**config.mk**
```make
export PLATFORM = sky130hd
export DESIGN_NAME = type_decode_queue_flat
export DESIGN_NICKNAME = d
export VERILOG_FILES = /design/src/rtl/type_decode_pkg.sv /design/src/rtl/type_decode_queue_if.sv /design/src/rtl/type_decode_queue_imm_gen.sv /design/src/rtl/type_decode_queue.sv /design/src/flat_wrapper.sv
export SDC_FILE = /design/constraint.sdc
export NUM_CORES = 1
export LEC_CHECK = 0
export CAP_MARGIN = 20
export CORE_MARGIN = 2
export CORE_UTILIZATION = 40
export CTS_CLUSTER_DIAMETER = 200
export DETAILED_ROUTE_END_ITERATION = 7
export GPL_TIMING_DRIVEN = 1
export PLACE_DENSITY_LB_ADDON = 0.08
export SYNTH_ARGS = -nofsm -noshare
export SYNTH_HDL_FRONTEND = slang
export SYNTH_SLANG_ARGS = --single-unit
```
**constraint.sdc**
```tcl
create_clock -name clk -period 8.29 [get_ports clk]
set_input_delay 1.658 -clock clk [delete_from_list [all_inputs] [get_ports clk]]
set_output_delay 1.658 -clock clk [all_outputs]
set_load 0.05 [all_outputs]
```
**src/rtl/type_decode_pkg.sv**
```systemverilog
// Shared definitions for the RV32 type-decode queue.
// Holds the opcode constants, the type-index enum that fixes the bit order
// of the one-hot type vector, the width-independent decoded fields, and the
// opcode-to-type classifier.
// Configuration: ILLEGAL_OPCODE_EN adds an illegal flag to decoded_t.
package type_decode_pkg;

  localparam logic [6:0] OP_R   = 7'b0110011;
  localparam logic [6:0] OP_I   = 7'b0010011;
  localparam logic [6:0] OP_L   = 7'b0000011;
  localparam logic [6:0] OP_JR  = 7'b1100111;
  localparam logic [6:0] OP_S   = 7'b0100011;
  localparam logic [6:0] OP_SB  = 7'b1100011;
  localparam logic [6:0] OP_AUI = 7'b0010111;
  localparam logic [6:0] OP_LUI = 7'b0110111;
  localparam logic [6:0] OP_J   = 7'b1101111;

  localparam int NTYPES = 9;

  typedef enum logic [3:0] {
    T_R   = 4'd0,
    T_I   = 4'd1,
    T_L   = 4'd2,
    T_JR  = 4'd3,
    T_S   = 4'd4,
    T_SB  = 4'd5,
    T_AUI = 4'd6,
    T_LUI = 4'd7,
    T_J   = 4'd8
  } type_idx_e;

  // Fields that do not depend on XLEN; imm and pc are added by the queue.
  typedef struct packed {
    logic [NTYPES-1:0] itype;
    logic [4:0]        rd;
    logic [4:0]        rs1;
    logic [4:0]        rs2;
    logic [2:0]        funct3;
    logic [6:0]        funct7;
`ifdef ILLEGAL_OPCODE_EN
    logic              illegal;
`endif
  } decoded_t;

  // One-hot classification; unrecognised opcodes yield all zeros.
  function automatic logic [NTYPES-1:0] decode_type(input logic [6:0] opcode);
    logic [NTYPES-1:0] t;
    t = '0;
    case (opcode)
      OP_R:    t[T_R]   = 1'b1;
      OP_I:    t[T_I]   = 1'b1;
      OP_L:    t[T_L]   = 1'b1;
      OP_JR:   t[T_JR]  = 1'b1;
      OP_S:    t[T_S]   = 1'b1;
      OP_SB:   t[T_SB]  = 1'b1;
      OP_AUI:  t[T_AUI] = 1'b1;
      OP_LUI:  t[T_LUI] = 1'b1;
      OP_J:    t[T_J]   = 1'b1;
      default: t = '0;
    endcase
    return t;
  endfunction

endpackage

```
**src/rtl/type_decode_queue_if.sv**
```systemverilog
// Bus interface for type_decode_queue.
// Input side: flush, in_valid/in_ready, in_instr, in_pc.
// Output side: out_valid/out_ready, out_type, out_imm, out_rd/rs1/rs2,
// out_funct3, out_funct7, out_pc, count (and out_illegal when
// ILLEGAL_OPCODE_EN is defined).
// master = producer/consumer side, slave = the queue.
interface type_decode_queue_if #(
  parameter int XLEN  = 32,
  parameter int DEPTH = 2
);
  localparam int CW = $clog2(DEPTH) + 1;

  logic            flush;
  logic            in_valid;
  logic            in_ready;
  logic [31:0]     in_instr;
  logic [XLEN-1:0] in_pc;
  logic            out_valid;
  logic            out_ready;
  logic [8:0]      out_type;
  logic [XLEN-1:0] out_imm;
  logic [4:0]      out_rd;
  logic [4:0]      out_rs1;
  logic [4:0]      out_rs2;
  logic [2:0]      out_funct3;
  logic [6:0]      out_funct7;
  logic [XLEN-1:0] out_pc;
  logic [CW-1:0]   count;
`ifdef ILLEGAL_OPCODE_EN
  logic            out_illegal;
`endif

  modport master (
`ifdef ILLEGAL_OPCODE_EN
    input  out_illegal,
`endif
    output flush, in_valid, in_instr, in_pc, out_ready,
    input  in_ready, out_valid, out_type, out_imm, out_rd, out_rs1, out_rs2,
    input  out_funct3, out_funct7, out_pc, count
  );

  modport slave (
`ifdef ILLEGAL_OPCODE_EN
    output out_illegal,
`endif
    input  flush, in_valid, in_instr, in_pc, out_ready,
    output in_ready, out_valid, out_type, out_imm, out_rd, out_rs1, out_rs2,
    output out_funct3, out_funct7, out_pc, count
  );
endinterface

```
**src/rtl/type_decode_queue_imm_gen.sv**
```systemverilog
// imm_gen: combinational immediate builder.
// Ports: instr_hi (instr[31:7]; the opcode is already folded into itype),
// itype (one-hot type), imm (immediate sign-extended from bit 31 to XLEN;
// zero for R-type and unknown opcodes).
module imm_gen
  import type_decode_pkg::*;
#(
  parameter int XLEN = 32
) (
  input  logic [31:7]        instr_hi,
  input  logic [NTYPES-1:0]  itype,
  output logic signed [XLEN-1:0] imm
);
  logic [31:0]        instr;
  logic signed [31:0] imm32;

  assign instr = {instr_hi, 7'b0};

  always_comb begin
    imm32 = '0;
    if (itype[T_I] || itype[T_L] || itype[T_JR])
      imm32 = {{20{instr[31]}}, instr[31:20]};
    else if (itype[T_S])
      imm32 = {{20{instr[31]}}, instr[31:25], instr[11:7]};
    else if (itype[T_SB])
      imm32 = {{19{instr[31]}}, instr[31], instr[7], instr[30:25], instr[11:8], 1'b0};
    else if (itype[T_AUI] || itype[T_LUI])
      imm32 = {instr[31:12], 12'b0};
    else if (itype[T_J])
      imm32 = {{11{instr[31]}}, instr[31], instr[19:12], instr[20], instr[30:21], 1'b0};
  end

  // Signed cast widens with sign extension for XLEN > 32.
  assign imm = XLEN'(imm32);
endmodule

```
**src/rtl/type_decode_queue.sv**
```systemverilog
// type_decode_queue: registered RV32 instruction-type decoder with an
// in-order queue of DEPTH decoded entries.
// Ports: clk, reset (sync, active-high), bus (type_decode_queue_if.slave:
// flush, in_* valid/ready input, out_* decoded head entry, count).
// Instructions are decoded at push and stored decoded; the outputs come
// straight from queue storage, so there is no combinational in_* -> out_*
// path and in_ready depends only on the registered count.
// Configuration: ILLEGAL_OPCODE_EN adds bus.out_illegal.
module type_decode_queue
  import type_decode_pkg::*;
#(
  parameter int XLEN  = 32,
  parameter int DEPTH = 2
) (
  input logic              clk,
  input logic              reset,
  type_decode_queue_if.slave bus
);
  localparam int AW = $clog2(DEPTH);
  localparam logic [AW:0] DEPTH_C = (AW+1)'(DEPTH);

  typedef struct packed {
    decoded_t               f;
    logic signed [XLEN-1:0] imm;
    logic [XLEN-1:0]        pc;
  } entry_t;

  entry_t                 mem [DEPTH];
  logic [AW-1:0]          wr_ptr, rd_ptr, show_ptr;
  logic [AW:0]            count_r;
  decoded_t               dec;
  logic signed [XLEN-1:0] dec_imm;
  logic                   push, pop;
  entry_t                 head;

  always_comb begin
    dec        = '0;
    dec.itype  = decode_type(bus.in_instr[6:0]);
    dec.rd     = bus.in_instr[11:7];
    dec.funct3 = bus.in_instr[14:12];
    dec.rs1    = bus.in_instr[19:15];
    dec.rs2    = bus.in_instr[24:20];
    dec.funct7 = bus.in_instr[31:25];
`ifdef ILLEGAL_OPCODE_EN
    dec.illegal = (dec.itype == '0) || (bus.in_instr[1:0] != 2'b11);
`endif
  end

  imm_gen #(.XLEN(XLEN)) u_imm_gen (
    .instr_hi (bus.in_instr[31:7]),
    .itype    (dec.itype),
    .imm      (dec_imm)
  );

  assign bus.in_ready  = (count_r < DEPTH_C);
  assign bus.out_valid = (count_r != '0);
  // A flush swallows any push offered in the same cycle.
  assign push = bus.in_valid && bus.in_ready && !bus.flush;
  assign pop  = bus.out_valid && bus.out_ready;

  // Storage write: data only, no reset.
  always_ff @(posedge clk) begin
    if (push)
      mem[wr_ptr] <= '{f: dec, imm: dec_imm, pc: bus.in_pc};
  end

  // Control: pointers and occupancy. Reset beats flush.
  always_ff @(posedge clk) begin
    if (reset || bus.flush) begin
      wr_ptr  <= '0;
      rd_ptr  <= '0;
      count_r <= '0;
    end else begin
      if (push) wr_ptr <= wr_ptr + 1'b1;
      if (pop)  rd_ptr <= rd_ptr + 1'b1;
      case ({push, pop})
        2'b10:   count_r <= count_r + 1'b1;
        2'b01:   count_r <= count_r - 1'b1;
        default: count_r <= count_r;
      endcase
    end
  end

  // When empty, keep presenting the most recently popped slot so the
  // outputs hold their last values; a push into an empty queue writes
  // rd_ptr, never rd_ptr-1, so that slot stays intact.
  assign show_ptr = (count_r == '0) ? (rd_ptr - 1'b1) : rd_ptr;
  assign head     = mem[show_ptr];

  assign bus.out_type   = head.f.itype;
  assign bus.out_imm    = head.imm;
  assign bus.out_rd     = head.f.rd;
  assign bus.out_rs1    = head.f.rs1;
  assign bus.out_rs2    = head.f.rs2;
  assign bus.out_funct3 = head.f.funct3;
  assign bus.out_funct7 = head.f.funct7;
  assign bus.out_pc     = head.pc;
  assign bus.count      = count_r;
`ifdef ILLEGAL_OPCODE_EN
  assign bus.out_illegal = head.f.illegal;
`endif
endmodule

```
**src/flat_wrapper.sv**
```systemverilog
// flat-port wrapper written by rule: the top's interface ports become plain ports
module type_decode_queue_flat import type_decode_pkg::*;
#(
  parameter int XLEN  = 32,
  parameter int DEPTH = 2
)
  (clk, reset, bus_flush, bus_in_valid, bus_in_instr, bus_in_pc, bus_out_ready, bus_in_ready, bus_out_valid, bus_out_type, bus_out_imm, bus_out_rd, bus_out_rs1, bus_out_rs2, bus_out_funct3, bus_out_funct7, bus_out_pc, bus_count);
  type_decode_queue_if #(.XLEN(XLEN), .DEPTH(DEPTH)) bus_i ();
  input logic clk;
  input logic reset;
  input wire logic [$bits(bus_i.flush)-1:0] bus_flush;
  input wire logic [$bits(bus_i.in_valid)-1:0] bus_in_valid;
  input wire logic [$bits(bus_i.in_instr)-1:0] bus_in_instr;
  input wire logic [$bits(bus_i.in_pc)-1:0] bus_in_pc;
  input wire logic [$bits(bus_i.out_ready)-1:0] bus_out_ready;
  output wire logic [$bits(bus_i.in_ready)-1:0] bus_in_ready;
  output wire logic [$bits(bus_i.out_valid)-1:0] bus_out_valid;
  output wire logic [$bits(bus_i.out_type)-1:0] bus_out_type;
  output wire logic [$bits(bus_i.out_imm)-1:0] bus_out_imm;
  output wire logic [$bits(bus_i.out_rd)-1:0] bus_out_rd;
  output wire logic [$bits(bus_i.out_rs1)-1:0] bus_out_rs1;
  output wire logic [$bits(bus_i.out_rs2)-1:0] bus_out_rs2;
  output wire logic [$bits(bus_i.out_funct3)-1:0] bus_out_funct3;
  output wire logic [$bits(bus_i.out_funct7)-1:0] bus_out_funct7;
  output wire logic [$bits(bus_i.out_pc)-1:0] bus_out_pc;
  output wire logic [$bits(bus_i.count)-1:0] bus_count;
  assign bus_i.flush = bus_flush;
  assign bus_i.in_valid = bus_in_valid;
  assign bus_i.in_instr = bus_in_instr;
  assign bus_i.in_pc = bus_in_pc;
  assign bus_i.out_ready = bus_out_ready;
  assign bus_in_ready = bus_i.in_ready;
  assign bus_out_valid = bus_i.out_valid;
  assign bus_out_type = bus_i.out_type;
  assign bus_out_imm = bus_i.out_imm;
  assign bus_out_rd = bus_i.out_rd;
  assign bus_out_rs1 = bus_i.out_rs1;
  assign bus_out_rs2 = bus_i.out_rs2;
  assign bus_out_funct3 = bus_i.out_funct3;
  assign bus_out_funct7 = bus_i.out_funct7;
  assign bus_out_pc = bus_i.out_pc;
  assign bus_count = bus_i.count;
  type_decode_queue #(.XLEN(XLEN), .DEPTH(DEPTH)) u_core (.clk(clk), .reset(reset), .bus(bus_i));
endmodule
```
==> results.md, run 1 <==
- Status: completed
- Worst path max stage delay: 910 ps
- CTS buffer count: 17
- Die Y: 143 um
- # hold bufs at CTS: 0
- Grt ovf: 0
- Busiest grt layer: met2
- Clock-pin slew on the worst setup and hold paths: 60 ps
- #FFs+latches synth: 200
- Post-CTS Resized: 0
- Flop pwr share: 51.9%
- Startpoint Class: register
- Full die area: 20500 um2
- Clock power share: 36.3%
- Share of post-route cells with drive strength above 1: 23.8%
- GRT Util Overall: 15.3%
- Top delay family on crit path: buffers and inverters
- Post-synth top area share: 75.8%
- RSZ-0062 raised after global routing: no
- Syn-to-layout area delta: 33.2%
- Clk buf depth: 2
- Simple-gate share of the synthesized area: 3.19%
- DP HPWL: 9.87 mm
- Final nets: 654
- IO buf count: 170
- Fin Clk Skew: 5.68 ps
- CTS tree: built
- Crit path DAT: 3860 ps
- Syn Nets: 474
- Setup bufs post-CTS: 0
- Yosys warns: 0
- Pwr/cell area: 213 nW/um2
- Critical path class: register to output port
- Avg Inst Size Synth: 19.2 um2
- DRT iter0 DRCs: 157
- Crit path buffers/inverters: 2
- Max_slew headroom: 31.2%
- DIE WIDTH: 143 um
- Distinct cells, synth: 36
- Hold Path Origin: u_core.bus.count[1]$_SDFFE_PP0P_
- Routed Wire Length: 15.5 mm
- Highest achievable clock rate: 181 MHz
- Crit-path cells: or2_4 > xor2_4 > buf_4 > mux2_2 > clkdlybuf4s50_1
- Vias: 4172
- Worst slew pin tran: 1030 ps
- Psw: 0.516 mW
- Final worst setup slack: 2780 ps
- WL/cell: 18.1 um
- Remaining antenna violation count after routing: 0
- Tcrit/Tclk final: 66.5%
- Pint: 1.69 mW
- Final setup vio count: 0
- Vias per cell: 4.87
- Critical Path RT: 6630 ps
- Compound-Gate Fraction of Synth Area: 3.53%
- Grt met1 use: 19.6%
- Initial antenna violation count: 0
- Max Slew Vio Count: 0
- Max VDD drop: 0.141 mV
- Initial Util: 41.1%
- H-tree levels: 4
- Logic pwr share: 11.7%
- Detailed Routing Iterations Pass 1: 4
- Mux contribution to synthesized area: 14.2%
- LEAKAGE: 3.43 nW
- Maxcap violations: 0
- Synth Area in Adders: 0.161%
- I/O pin total: 171
- Cell Area, Synth: 7770 um2
- Synth area leader: edfxtp_1
- Hold crit path type: register to register
- Seq/Total Area, Yosys: 76.8%
- Pin count of the biggest net entering global routing: 76
- Number of global-route vias before repair: 4310
- Crit-path max FO: 75
- Worst hold slack: 595 ps
- Final Wtd Congestion: 0.786
- Final routed DRC violation total: 0
- Worst slack at placement: 3120 ps
- Final hold violation count: 0
- Worst Setup SP: u_core.bus.count[1]$_SDFFE_PP0P_
- CP Capture Type: output port
- Fin Setup TNS: 0 ps
- ANT cells: 0
- Worst R2R Start: u_core.bus.count[1]$_SDFFE_PP0P_
- Row count: 50
- Clk sinks: 200
- Synthesized-area fraction occupied by xor and xnor cells: 0.773%
- Fin crit period: 5510 ps
- Core area: 18900 um2
- Global-route track usage on met3: 4.00%
- First-pass GRT wire length: 23.5 mm
- Largest family of logic cells by synthesized area: multiplexers
- Root Buffer: clkbuf_16
- Clock Latency Late Sink: 420 ps
- Crit-path slowest cell: buf_4
- Cells after Synth: 404
- Switch share: 23.4%
- Ranking of synthesized cells by area: edfxtp_1 (76%), mux2_2 (14%), a21o_1 (2.0%), dfxtp_1 (1.0%), buf_2 (0.64%)
- Grt met2 use: 24.9%
==> final cells by class <==
type | count | area [um2]
Clock buffer | 19 | 433
Clock inverter | 13 | 143
Fill cell | 1566 | 8550
Inverter | 6 | 22.5
Multi-Input combinational cell | 184 | 1720
Sequential cell | 200 | 5970
Tap cell | 260 | 325
Timing Repair Buffer | 175 | 1740
==> state kept, by name (all words and copies together), names as in the netlist <==
| name | count |
|---|---|
| u_core.bus.count | 2 |
| u_core.mem | 196 |
| u_core.rd_ptr | 1 |
| u_core.wr_ptr | 1 |
==> worst min-delay path, cell delays in order, from the launching register on <==
cell and delay (ps):
dfxtp_1 350, xnor2_1 170, nor3_1 40
==> logic make-up (layout without fill, tap and decap cells) <==
group,Yosys count,count (layout)
adders and majority gates,1,1
buffers and inverters,20,213
and+or+nand+nor,44,44
xor gates and xnor gates,6,6
muxes,98,98
DFF,200,200
AOI/OAI and AO/OA,35,35
==> power by group through the flow <==
stage / Clock, mW / Sequential (mW) / Combinational [mW]
4_1_cts: 0.823 / 1.15 / 0.262
6_report: 0.802 / 1.15 / 0.258
3_5_place_dp: 0 / 1.17 / 0.261
2_1_floorplan: 0 / 1.17 / 0.156
5_1_grt: 0.865 / 1.15 / 0.272
3_3_place_gp: 0 / 1.17 / 0.259
==> worst paths after layout <==
| path | endpoint | slack (ps) | cells after the start |
|---|---|---|---|
| worst max-delay path | bus_out_type[1] | 2780 | 5 |
| worst min-delay path | u_core.bus.count[1]$_SDFFE_PP0P_ | 590 | 2 |
| worst max register to register | u_core.mem[1][93]$_DFFE_PP_ | 5930 | 4 |
| worst min register to register | u_core.bus.count[1]$_SDFFE_PP0P_ | 590 | 2 |
==> metal layers <==
metal / wire length, um / up-vias
li1: - / 1944
met1: 6740 / 2090
met2: 7570 / 121
met3: 945 / 17
met4: 254 / 0
met5: 0 / -
==> synth_stat cells <==
library cell	count
and3b_1	1
edfxtp_1	196
or2_4	1
xor2_2	1
buf_6	1
nand4b_1	1
nor2b_1	6
o21ai_0	2
a22o_1	4
clkbuf_1	1
dfxtp_1	4
mux2_2	98
xor2_1	1
a211o_2	1
a21o_1	21
a21boi_4	1
and2_1	4
xnor2_1	4
o21ai_2	1
a32oi_1	1
nand3_1	4
a21oi_1	2
ha_1	1
buf_2	10
o21a_1	1
nand2_1	5
nor3_1	10
nand3b_1	1
nor4_2	1
or2_1	1
a211oi_1	1
and3_1	1
buf_4	2
inv_1	6
nor2_1	7
or4_4	1
==> placed cells by master (no fill, tap or decap), types with 2 or more instances in the layout <==
master / Yosys / routed
bufinv_16: 0 / 2
a21o_1: 21 / 21
and2_1: 4 / 3
clkinv_2: 0 / 3
clkinvlp_4: 0 / 2
clkbuf_16: 0 / 17
o21ai_0: 2 / 2
nor2b_1: 6 / 6
inv_6: 0 / 5
buf_4: 2 / 5
nand3_1: 4 / 4
edfxtp_1: 196 / 196
mux2_2: 98 / 98
xnor2_1: 4 / 4
clkbuf_1: 1 / 2
clkdlybuf4s50_1: 0 / 170
dfxtp_1: 4 / 4
a22o_1: 4 / 4
nand2_1: 5 / 5
nor3_1: 10 / 10
nor2_1: 7 / 6
inv_1: 6 / 6
a21oi_1: 2 / 2
==> metrics by stage <==
step / util, % / std cells / cell area, um2 / power [mW]
floorplan: - / 404 / 7770 / 1.33
detailed placement: 51.7 / 824 / 9760 / 1.43
CTS: 54.7 / 856 / 10300 / 2.23
finish: 54.8 / 857 / 10300 / 2.21
global placement: 51.7 / 824 / 9760 / 1.43
global route: 54.8 / 857 / 10300 / 2.29
Power figures use the tool's default switching activity.
==> run 2, diff against run 1 <==
==> constraint.sdc (replaced) <==
create_clock -name clk -period 5 [get_ports clk]
set_input_delay 1 -clock clk [delete_from_list [all_inputs] [get_ports clk]]
set_output_delay 1 -clock clk [all_outputs]
set_load 0.05 [all_outputs]
==> run 2 against run 1 <==
Effect of this change: global-route usage increased by 0.51 points; sequential share of layout area down 0.36 points; cell area is 0.63% higher; cell count is 0.23% higher; hold slack gained 7.5 ps; routed wire length up 1.2%; non-clock buffer count up 2; via count grew 0.93%; clock power up 73%; utilization rose by 0.34 points; sequential power is 65% higher; power up 69%; critical path type unchanged; highest routed layer unchanged.
==> results.md, run 2 (synthesis gave the netlist of run 1 again) <==
- Clk sinks: 200 (unchanged)
- Syn-to-layout area delta: 34.1% (was 33.2%)
- LEAKAGE: 3.46 nW (was 3.43 nW)
- Pwr/cell area: 358 nW/um2 (was 213 nW/um2)
- Grt ovf: 0 (unchanged)
- Root Buffer: clkbuf_16 (unchanged)
- Final routed DRC violation total: 0 (unchanged)
- Final worst setup slack: 1080 ps (was 2780 ps)
- WL/cell: 18.3 um (was 18.1 um)
- Crit-path slowest cell: clkdlybuf4s50_1 (was buf_4)
- Commonest non-fill, non-tap cell in the layout: edfxtp_1 (unchanged)
- Crit-path cells: or2_4 > xor2_4 > buf_12 > mux2_2 > clkdlybuf4s50_1 (was or2_4 > xor2_4 > buf_4 > mux2_2 > clkdlybuf4s50_1)
- ANT cells: 0 (unchanged)
- Worst slew pin tran: 932 ps (was 1030 ps)
- Clock Latency Late Sink: 420 ps (about the same)
- Max VDD drop: 0.223 mV (was 0.141 mV)
- Tcrit/Tclk final: 78.5%
- Final setup vio count: 0 (unchanged)
- Clock-pin slew on the worst setup and hold paths: 70 ps (was 60 ps)
- Routed Wire Length: 15.7 mm (was 15.5 mm)
- Reg with most FFs: u_core.mem (unchanged)
- I/O pin total: 171 (unchanged)
- Core area: 18900 um2 (unchanged)
- Top delay family on crit path: buffers and inverters (unchanged)
- Max_slew headroom: 37.9% (was 31.2%)
- Status: completed (unchanged)
- Highest achievable clock rate: 255 MHz
- Share of post-route cells with drive strength above 1: 24.0% (was 23.8%)
- DRT iter0 DRCs: 211 (was 157)
- RSZ-0062 raised after global routing: no (unchanged)
- Fin Setup TNS: 0 ps (unchanged)
- Max Slew Vio Count: 0 (unchanged)
- Die Y: 143 um (unchanged)
- Worst slack at placement: 1570 ps (was 3120 ps)
- Final nets: 656 (was 654)
- Initial Util: 41.1% (unchanged)
- Critical Path RT: 4000 ps (was 6630 ps)
- Number of global-route vias before repair: 4511 (was 4310)
- CTS buffer count: 17 (unchanged)
- Fin Clk Skew: 10.9 ps (was 5.68 ps)
- Initial antenna violation count: 0 (unchanged)
- Crit path buffers/inverters: 2 (unchanged)
- Final Wtd Congestion: 0.785 (was 0.786)
- CTS tree: built (unchanged)
- Startpoint Class: register (unchanged)
- Crit path DAT: 2920 ps (was 3860 ps)
- Crit-path max FO: 98 (was 75)
- GRT Util Overall: 15.8% (was 15.3%)
- Detailed Routing Iterations Pass 1: 4 (unchanged)
- Full die area: 20500 um2 (unchanged)
- First-pass GRT wire length: 24.3 mm (was 23.5 mm)
- IO buf count: 170 (unchanged)
- Clk buf depth: 2 (unchanged)
- DP HPWL: 10.0 mm (was 9.87 mm)
- Vias: 4211 (was 4172)
- # hold bufs at CTS: 0 (unchanged)
- Worst path max stage delay: 720 ps (was 910 ps)
- Pin count of the biggest net entering global routing: 99 (was 76)
- Vias per cell: 4.90 (was 4.87)
- Fin crit period: 3920 ps
- Row count: 50 (unchanged)
- CP Capture Type: output port (unchanged)
- Critical path class: register to output port (unchanged)
- Post-CTS Resized: 0 (unchanged)
- Setup bufs post-CTS: 0 (unchanged)
- H-tree levels: 4 (unchanged)
- Final hold violation count: 0 (unchanged)
- Hold crit path type: register to register (unchanged)
- Remaining antenna violation count after routing: 0 (unchanged)
- Max reg flops: 196 (unchanged)
- Maxcap violations: 0 (unchanged)
- Most frequent cells in the layout: edfxtp_1 (196), clkdlybuf4s50_1 (170), mux2_2 (98) (unchanged)
- DIE WIDTH: 143 um (unchanged)
run 2: changes by cell type in the layout (fill, tap and decap cells not counted):
cell       before  now
buf_12          0    2
bufinv_16       2    3
clkinv_2        3    2
clkinv_4        1    0
inv_6           5    6
run 2: area by class of cell:
type	count	area [um2]
fillers	1539	8480
flip-flops and latches	200	5970
repair buffers	177	1780
multi-input cells	184	1720
clock buffers	19	433
well taps	260	325
clock inverters	13	168
inverters	6	22.5
run 2: metrics by stage:
| stage | instance area, um2 | hold slack [ps] | util (%) | cells | total power [mW] |
|---|---|---|---|---|---|
| final | 10400 | 602 | 55.1 | 859 | 3.73 |
| after global routing | 10400 | 621 | 55.1 | 859 | 3.85 |
| after CTS | 10400 | 604 | 55.1 | 858 | 3.76 |
| after detailed placement | 9800 | 592 | 51.9 | 826 | 2.37 |
| after global placement | 9800 | 564 | 51.9 | 826 | 2.37 |
| after floorplan | 7770 | 538 | - | 404 | 2.20 |
run 2: metal layers:
layer  up-vias  track usage, %  wire, um
met5         -               0         0
met4         0            5.42       226
met3        17            3.60       856
met1      2109            19.8      6770
li1       1947               -         -
met2       138            27.0      7850
run 2: power by group:
| group | switching, mW | internal [mW] |
|---|---|---|
| combinational | 0.259 | 0.174 |
| sequential | 0.0109 | 1.89 |
| clock | 0.597 | 0.796 |
| total | 0.868 | 2.86 |
run 2: worst paths after layout:
check	cells after the start	startpoint	end	slack (ps)
setup reg to reg	4	u_core.bus.count[1]$_SDFFE_PP0P_	u_core.mem[1][16]$_DFFE_PP_	2870
hold / removal	2	u_core.wr_ptr$_SDFFE_PP0P_	u_core.wr_ptr$_SDFFE_PP0P_	600
setup / recovery	5	u_core.bus.count[1]$_SDFFE_PP0P_	bus_out_imm[17]	1080
hold reg to reg	2	u_core.wr_ptr$_SDFFE_PP0P_	u_core.wr_ptr$_SDFFE_PP0P_	600
run 2: worst register-to-register path, stage by stage, from the launching register on:
cell and delay [ps]:
dfxtp_1 340, inv_1 80, and3_1 210, and2_4 640, buf_4 510
==> run 3, diff against run 2 <==
==> constraint.sdc (replaced) <==
create_clock -name clk -period 3.7 [get_ports clk]
set_input_delay 0.74 -clock clk [delete_from_list [all_inputs] [get_ports clk]]
set_output_delay 0.74 -clock clk [all_outputs]
set_load 0.05 [all_outputs]
==> run 3 against run 2 <==
Effect of this change: cell count did not move; via count fell by 0.26%; clock skew fell by 2.3 ps; critical path type unchanged; largest power group unchanged; hold slack got worse by 15 ps; global-route usage rose by 0.30 points; combinational power rose by 36%; register-to-register slack got worse by 1000 ps; clock-buffer cell count did not move; sequential share of layout area barely moved; first-iteration DRC count rose by 2.8%; worst setup slack got worse by 920 ps.
==> results.md, run 3 (synthesis gave the netlist of run 1 again) <==
- Crit-path max FO: 75 (was 98)
- IO buf count: 170 (unchanged)
- Hold crit path type: register to register (unchanged)
- CTS buffer count: 17 (unchanged)
- I/O pin total: 171 (unchanged)
- DIE WIDTH: 143 um (unchanged)
- Area of placed instances: 9840 um2 (was 9800 um2)
- CTS tree: built (unchanged)
- DP HPWL: 10.5 mm (was 10.0 mm)
- Routed Wire Length: 16.4 mm (was 15.7 mm)
- Max reg flops: 196 (unchanged)
- CP Capture Type: output port (unchanged)
- Global-route track usage on met3: 3.47% (was 3.60%)
- Row count: 50 (unchanged)
- Max VDD drop: 0.320 mV (was 0.223 mV)
- Max Slew Vio Count: 0 (unchanged)
- Clock-pin slew on the worst setup and hold paths: 70 ps (about the same)
- Root Buffer: clkbuf_16 (unchanged)
- Detailed Routing Iterations Pass 1: 4 (unchanged)
- Initial Util: 41.1% (unchanged)
- Tcrit/Tclk final: 95.8%
- Fin Clk Skew: 8.52 ps (was 10.9 ps)
- Full die area: 20500 um2 (unchanged)
- Final setup vio count: 0 (unchanged)
- Final nets: 656 (unchanged)
- Pin count of the biggest net entering global routing: 82 (was 99)
- Reg with most FFs: u_core.mem (unchanged)
- ANT cells: 0 (unchanged)
- Layout Utilization: 55.1% (about the same)
- RSZ-0062 raised after global routing: no (unchanged)
- Initial antenna violation count: 0 (unchanged)
- Syn-to-layout area delta: 34.0% (was 34.1%)
- Grt ovf: 0 (unchanged)
- WL/cell: 19.1 um (was 18.3 um)
- Highest achievable clock rate: 282 MHz
- DRT iter0 DRCs: 217 (was 211)
- Critical path class: register to output port (unchanged)
- Vias: 4200 (was 4211)
- GRT Util Overall: 16.1% (was 15.8%)
- Most frequent cells in the layout: edfxtp_1 (196), clkdlybuf4s50_1 (170), mux2_2 (98) (unchanged)
- Worst path max stage delay: 730 ps (was 720 ps)
- Status: completed (unchanged)
- Final routed DRC violation total: 0 (unchanged)
- Commonest non-fill, non-tap cell in the layout: edfxtp_1 (unchanged)
- # hold bufs at CTS: 0 (unchanged)
- Final instance area: 10400 um2 (about the same)
- Critical Path RT: 2960 ps (was 4000 ps)
- Grt met1 use: 21.1% (was 19.8%)
- Worst slew pin tran: 984 ps (was 932 ps)
- LEAKAGE: 3.45 nW (was 3.46 nW)
- Total Power: 4.95 mW (was 3.73 mW)
- Remaining antenna violation count after routing: 0 (unchanged)
- Fin Setup TNS: 0 ps (unchanged)
- Die Y: 143 um (unchanged)
- Max_slew headroom: 34.1% (was 37.9%)
- Filler cell count: 1544 (was 1539)
- Fin crit period: 3540 ps
- Startpoint Class: register (unchanged)
- H-tree levels: 4 (unchanged)
- Pwr/cell area: 476 nW/um2 (was 358 nW/um2)
- Setup bufs post-CTS: 0 (unchanged)
- Post-CTS Resized: 0 (unchanged)
- Crit-path cells: or2_4 > xor2_4 > buf_12 > mux2_2 > clkdlybuf4s50_1 (unchanged)
- Number of global-route vias before repair: 4413 (was 4511)
- First-pass GRT wire length: 24.5 mm (was 24.3 mm)
- Vias per cell: 4.89 (was 4.90)
- Crit path DAT: 2800 ps (was 2920 ps)
- Clock Latency Late Sink: 420 ps (about the same)
- Clk buf depth: 2 (unchanged)
- Grt met2 use: 26.9% (was 27.0%)
- Share of post-route cells with drive strength above 1: 24.0% (unchanged)
- Core area: 18900 um2 (unchanged)
- Maxcap violations: 0 (unchanged)
- Clk sinks: 200 (unchanged)
- Final hold violation count: 0 (unchanged)
- Busiest grt layer: met2 (unchanged)
- Crit-path slowest cell: clkdlybuf4s50_1 (unchanged)
- Final Wtd Congestion: 0.857 (was 0.785)
[run 3: changes by cell type in the layout (fill, tap and decap cells not counted)]
cell and delta:
inv_8 +3, clkinv_4 +5, buf_12 +2, inv_6 -4, clkinv_2 -2, bufinv_16 -2, buf_4 -2
[run 3: area by class of cell]
class	count	area [um2]	share of cell area, %
Clock inverter	13	140	1.35
Sequential cell	200	5970	57.3
Timing Repair Buffer	177	1800	17.3
Tap cell	260	325	3.12
Multi-Input combinational cell	184	1720	16.5
Clock buffer	19	433	4.16
Inverter	6	22.5	0.216
[run 3: critical path: cells and delay by family, from the launching register on]
family	cells	cell delay, ps
xor gates and xnor gates	1	170
DFF	1	360
buffers and inverters	2	1070
muxes	1	400
and+or+nand+nor	1	270
[run 3: metrics by stage]
step,instances,hold slack [ps],setup WS [ps]
6_report,859,587,157
5_1_grt,859,619,51.4
4_1_cts,859,587,131
3_5_place_dp,827,578,609
3_3_place_gp,827,563,635
2_1_floorplan,404,553,583
[run 3: worst paths after layout]
kind | startpoint | to | slack [ps] | cells after the start
worst max-delay path | u_core.bus.count[0]$_SDFFE_PP0P_ | bus_out_imm[4] | 160 | 5
worst min-delay path | u_core.bus.count[1]$_SDFFE_PP0P_ | u_core.bus.count[1]$_SDFFE_PP0P_ | 590 | 2
worst max register to register | u_core.bus.count[1]$_SDFFE_PP0P_ | u_core.mem[1][11]$_DFFE_PP_ | 1860 | 4
worst min register to register | u_core.bus.count[1]$_SDFFE_PP0P_ | u_core.bus.count[1]$_SDFFE_PP0P_ | 590 | 2
[run 3: layer usage]
layer | part of all wire (%) | vias to the layer above
met2 | 49 | 130
met1 | 45 | 2103
met4 | 0.95 | 0
met3 | 4.7 | 13
met5 | 0 | -
li1 | - | 1954
[run 3: report_power, final]
group,leakage (nW),internal (mW),switching (mW),total [mW]
clock,0.274,0.953,0.844,1.80
combinational,1.42,0.238,0.352,0.589
sequential,1.75,2.55,0.0165,2.57
